<file path="config.mk">
export PLATFORM = sky130hd
export DESIGN_NAME = accu_alu_fetch_flat
export DESIGN_NICKNAME = d
export VERILOG_FILES = /design/src/rtl/accu_alu_fetch_if.sv /design/src/rtl/accu_alu_fetch.sv /design/src/flat_wrapper.sv
export SDC_FILE = /design/constraint.sdc
export NUM_CORES = 1
export LEC_CHECK = 0
export CORE_MARGIN = 1
export CORE_UTILIZATION = 46
export DETAILED_ROUTE_END_ITERATION = 16
export PLACE_DENSITY = 0.89
export SLEW_MARGIN = 10
export SYNTH_ARGS = -nofsm -noshare
export SYNTH_HDL_FRONTEND = slang
export SYNTH_SLANG_ARGS = --single-unit
export TNS_END_PERCENT = 50
</file>
<file path="constraint.sdc">
create_clock -name clock -period 4.04 [get_ports clock]
set_input_delay 0.808 -clock clock [delete_from_list [all_inputs] [get_ports clock]]
set_output_delay 0.808 -clock clock [all_outputs]
set_load 0.02 [all_outputs]
</file>
<file path="src/rtl/accu_alu_fetch_if.sv">
// Bundle of the fetch/accumulator/ALU signals shared between driver and block.
interface accu_alu_fetch_if;
    logic       fetch_en;
    logic [7:0] program_byte;
    logic [3:0] instr;
    logic [3:0] oprnd;
    logic       load_a;
    logic [2:0] fun;
    logic [3:0] data_bus;
    logic [3:0] accu;
    logic [3:0] alu;
    logic       carry;
    logic       zero;

    // Driver side: supplies enables, program byte, ALU controls and operand B.
    modport master (
        output fetch_en, program_byte, load_a, fun, data_bus,
        input  instr, oprnd, accu, alu, carry, zero
    );

    // Block side: fetch register, accumulator and ALU.
    modport slave (
        input  fetch_en, program_byte, load_a, fun, data_bus,
        output instr, oprnd, accu, alu, carry, zero
    );
endinterface

</file>
<file path="src/rtl/accu_alu_fetch.sv">
// Instruction fetch register, 4-bit accumulator and combinational ALU.
// The accumulator feeds ALU operand A; a load captures the ALU result that
// was computed from the pre-edge accumulator, so there is no loop.
module accu_alu_fetch (
    input  logic             clock,
    input  logic             reset,
    accu_alu_fetch_if.slave  bus
);
    logic [3:0] instr_q, instr_d;
    logic [3:0] oprnd_q, oprnd_d;
    logic [3:0] accu_q,  accu_d;
    logic [3:0] alu_res;
    logic       alu_carry;
    logic [4:0] sum;

    // 5-bit sum shared by the add function to expose the carry-out.
    assign sum = {1'b0, accu_q} + {1'b0, bus.data_bus};

    // ALU: operand A is the accumulator, operand B the data bus.
    always_comb begin
        alu_res   = 4'b0000;
        alu_carry = 1'b0;
        case (bus.fun)
            3'b000: alu_res = accu_q;
            3'b001: begin
                alu_res   = accu_q - bus.data_bus;
                alu_carry = (accu_q < bus.data_bus);
            end
            3'b010: alu_res = bus.data_bus;
            3'b011: begin
                alu_res   = sum[3:0];
                alu_carry = sum[4];
            end
            3'b100: alu_res = ~(accu_q & bus.data_bus);
            default: begin
                alu_res   = 4'b0000;
                alu_carry = 1'b0;
            end
        endcase
    end

    // Next-state selection for the fetch and accumulator registers.
    always_comb begin
        instr_d = instr_q;
        oprnd_d = oprnd_q;
        accu_d  = accu_q;
        if (bus.fetch_en) begin
            instr_d = bus.program_byte[7:4];
            oprnd_d = bus.program_byte[3:0];
        end
        if (bus.load_a) begin
            accu_d = alu_res;
        end
    end

    // State registers; reset overrides both enables.
    always_ff @(posedge clock) begin
        if (reset) begin
            instr_q <= 4'b0000;
            oprnd_q <= 4'b0000;
            accu_q  <= 4'b0000;
        end else begin
            instr_q <= instr_d;
            oprnd_q <= oprnd_d;
            accu_q  <= accu_d;
        end
    end

    assign bus.instr = instr_q;
    assign bus.oprnd = oprnd_q;
    assign bus.accu  = accu_q;
    assign bus.alu   = alu_res;
    assign bus.carry = alu_carry;
    assign bus.zero  = (alu_res == 4'b0000);
endmodule

</file>
<file path="src/flat_wrapper.sv">
// flat-port wrapper written by rule: the top's interface ports become plain ports
module accu_alu_fetch_flat 
  (clock, reset, bus_fetch_en, bus_program_byte, bus_load_a, bus_fun, bus_data_bus, bus_instr, bus_oprnd, bus_accu, bus_alu, bus_carry, bus_zero);
  accu_alu_fetch_if bus_i ();
  input  logic clock;
  input  logic reset;
  input wire logic [$bits(bus_i.fetch_en)-1:0] bus_fetch_en;
  input wire logic [$bits(bus_i.program_byte)-1:0] bus_program_byte;
  input wire logic [$bits(bus_i.load_a)-1:0] bus_load_a;
  input wire logic [$bits(bus_i.fun)-1:0] bus_fun;
  input wire logic [$bits(bus_i.data_bus)-1:0] bus_data_bus;
  output wire logic [$bits(bus_i.instr)-1:0] bus_instr;
  output wire logic [$bits(bus_i.oprnd)-1:0] bus_oprnd;
  output wire logic [$bits(bus_i.accu)-1:0] bus_accu;
  output wire logic [$bits(bus_i.alu)-1:0] bus_alu;
  output wire logic [$bits(bus_i.carry)-1:0] bus_carry;
  output wire logic [$bits(bus_i.zero)-1:0] bus_zero;
  assign bus_i.fetch_en = bus_fetch_en;
  assign bus_i.program_byte = bus_program_byte;
  assign bus_i.load_a = bus_load_a;
  assign bus_i.fun = bus_fun;
  assign bus_i.data_bus = bus_data_bus;
  assign bus_instr = bus_i.instr;
  assign bus_oprnd = bus_i.oprnd;
  assign bus_accu = bus_i.accu;
  assign bus_alu = bus_i.alu;
  assign bus_carry = bus_i.carry;
  assign bus_zero = bus_i.zero;
  accu_alu_fetch u_core (.clock(clock), .reset(reset), .bus(bus_i));
endmodule
</file>
==> flow_metrics.py <==
metrics = {
    "placement": {
        "place_congestion": 0.8521,
        "dpl-instance-area_um2": 1346,
        "dp_hpwl_um": 1936,
        "io_buffer_count": 36,
        "pre_cts_slack_ns": -0.2500,
    },
    "routing": {
        "firstDrtPassIters": 4,
        "wl_per_cell_um": 13.28,
        "via_per_inst": 5.213,
        "vias": 928,
        "drc_errors": 0,
        "routed_wl_um": 2364,
        "drtIter0Drc": 22,
        "antenna_left": 0,
    },
    "timing": {
        "worst_pin_slew_ns": 0.4520,
        "slew_headroom": 0.6977,
        "period_share": 0.9602,
        "finalMaxSlewViolations": 0,
        "grt_setup_unrepaired": "no",
        "hold_viol_final": 0,
        "period_minus_slack_ns": 3.879,
        "setup_ws_ns": 0.1609,
        "setup_viol": 0,
        "finClkSkew_ns": 0.002899,
        "max_freq_mhz": 257.8,
    },
    "synthesis": {
        "syn_nets": 141,
        "synth_top_area_frac": 0.2567,
        "synth_enable_flop_cells": 0,
        "ys.flop_type": "dfxtp_1",
        "ys_top_cells_by_count": "nor2_1, dfxtp_1, inv_1, mux2i_1",
        "synth_top_area_cell": "dfxtp_1",
        "synth.area.top_cells": "dfxtp_1, ha_1, mux2i_1",
        "post-synth-top-count-cell": "nor2_1",
        "ys_warn_count": 0,
        "syn-cell-area_um2": 935.9,
        "synth-seq-area-share": 0.2567,
        "yosysUniqueCellTypes": 37,
        "syn_inst": 112,
        "synth.avg_cell_area_um2": 8.356,
        "synth-async-reset-ratio": 0,
        "ys_ff_latch": 12,
    },
    "power": {
        "p_switching_w": 0.0001159,
        "sequentialPowerShare": 0.375,
        "vdd_drop_max_v": 0.0003422,
        "comb_power_share": 0.432,
        "power_leakage_nw": 0.6356,
        "powerDensity_nw_per_um2": 258.7,
        "sw_frac_of_total": 0.3278,
        "p_clk_frac": 0.193,
        "p_int_w": 0.0002376,
        "total_power_w": 0.0003535,
    },
    "setup_path": {
        "end_kind": "output pin",
        "crit_fanout": 3,
        "crit_path_start_kind": "primary input",
        "cp.arrival_ns": 3.07,
        "cp.required_ns": 3.23,
        "critical_path_class": "in -> out",
    },
    "global_routing": {
        "grt_max_degree": 16,
        "grt_usage": 0.2311,
        "antenna_found_initial": 0,
        "grt_pass1_wl_um": 3636,
        "overflow": 0,
        "grt_pass1_vias": 863,
    },
    "final_layout": {
        "drive_gt1_frac": 0.1176,
        "nNetsFinal": 184,
        "utilization": 0.7505,
        "multiInputGateArea_um2": 613.1,
        "nFillCells": 142,
        "fin_area_um2": 1366,
        "n_antenna_cell": 0,
        "area_growth_pct": 45.99,
        "regArea_um2": 240.2,
    },
    "floorplan": {
        "start_util": 0.5141,
        "die_h_um": 47.11,
        "die-area_um2": 2219,
        "die_x_um": 47.11,
        "io_pins": 37,
        "fp.coreArea_um2": 1821,
        "rows": 15,
    },
    "min_path": {
        "hold_path_class": "reg -> reg",
    },
    "run": {
        "maxCapViolCount": 0,
    },
    "clocking": {
        "path_clk_slew_ns": 0.06,
        "cts_tree": "yes",
        "holdBufCountCts": 0,
        "cts_buffers": 3,
        "cts.sinks": 12,
        "h-tree-depth": 1,
        "clock_path_buffers": 2,
        "root_buffer": "clkbuf_4",
        "clk_latency_ns": 0.26,
    },
    "run_status": {
        "outcome": "complete, no violations",
    },
}
stage by stage:
step,hold slack [ns],instances,setup TNS [ns]
after global placement,0.4777,175,-0.1854
after global routing,0.5312,178,0
final,0.4951,178,0
after detailed placement,0.4901,175,-0.3452
after CTS,0.5053,178,0
after floorplan,0.5835,112,0
metal layers:
layer | routed length (µm) | track usage | up-vias | part of all wire
met3 | 110 | 0.06538 | 0 | 0.047
met1 | 1072 | 0.2948 | 422 | 0.45
li1 | - | - | 471 | -
met5 | 0 | 0 | - | 0
met4 | 0 | 0.03429 | 0 | 0
met2 | 1182 | 0.3972 | 35 | 0.50
critical path, cell delays in order:
cell             delay [ns]
clkdlybuf4s50_1        0.52
ha_1                   0.19
inv_1                  0.07
fa_1                   0.49
nor2_1                 0.05
a311o_1                0.39
nor3_2                 0.19
o2111a_1               0.20
clkbuf_2               0.16
kinds of logic (layout without fill, tap and decap cells):
kind of cell / Yosys count / in the layout / synth area share
DFF: 12 / 12 / 0.2567
AOI/OAI and AO/OA: 23 / 23 / 0.1818
buffers and inverters: 17 / 58 / 0.08824
and+or+nand+nor: 38 / 38 / 0.1912
xor gates and xnor gates: 1 / 1 / 0.009360
muxes: 11 / 11 / 0.1230
adders and majority gates: 10 / 10 / 0.1497
final cells by class:
type	count	area share
multi-input cells	83	0.4487
inverters	11	0.03022
flip-flops and latches	12	0.1758
repair buffers	44	0.3059
clock buffers	3	0.01648
well taps	25	0.02289
cells in the final DEF, fill, tap and decap left out, drive strengths merged, types with 2 or more instances in the layout:
cell and instances:
clkdlybuf4s50 31, nor2 26, dfxtp 12, inv 11
mux2i 10, a21oi 8, ha 8, buf 8
clkbuf 4, nand2 3, o21ai 3, or3b 2
a211oi 2, fa 2, dlygate4sd2 2, dlymetal6s2s 2
or2 2
registers in the layout, summed over array words and instances (netlist names):
register	flops
u_core.bus.accu	4
u_core.bus.instr	4
u_core.bus.oprnd	4
worst paths after layout:
kind / start / slack, ns / depth (start not counted) / to
hold reg to reg: u_core.bus.instr[3] / 0.50 / 2 / u_core.bus.instr[3]
setup reg to reg: u_core.bus.accu[0] / 1.95 / 8 / u_core.bus.accu[1]
setup / recovery: bus_data_bus[0] / 0.16 / 9 / bus_zero
hold / removal: u_core.bus.instr[3] / 0.50 / 2 / u_core.bus.instr[3]
power groups by stage:
stage / clock (W) / combinational (W) / sequential [W]
6_report: 0.0000682 / 0.000153 / 0.000133
5_1_grt: 0.0000759 / 0.000164 / 0.000134
4_1_cts: 0.0000699 / 0.000153 / 0.000133
3_5_place_dp: 0 / 0.000155 / 0.000135
3_3_place_gp: 0 / 0.000150 / 0.000135
2_1_floorplan: 0 / 0.0000768 / 0.000144
what timing repair did:
action,4_1_cts,5_1_grt
cloned,0,0
setup endpoints to repair,3,3
gates resized for setup,3,4
buffers inserted,0,0
endpoints found under the hold margin,0,0
No activity file was read; power rests on OpenSTA's default activity.
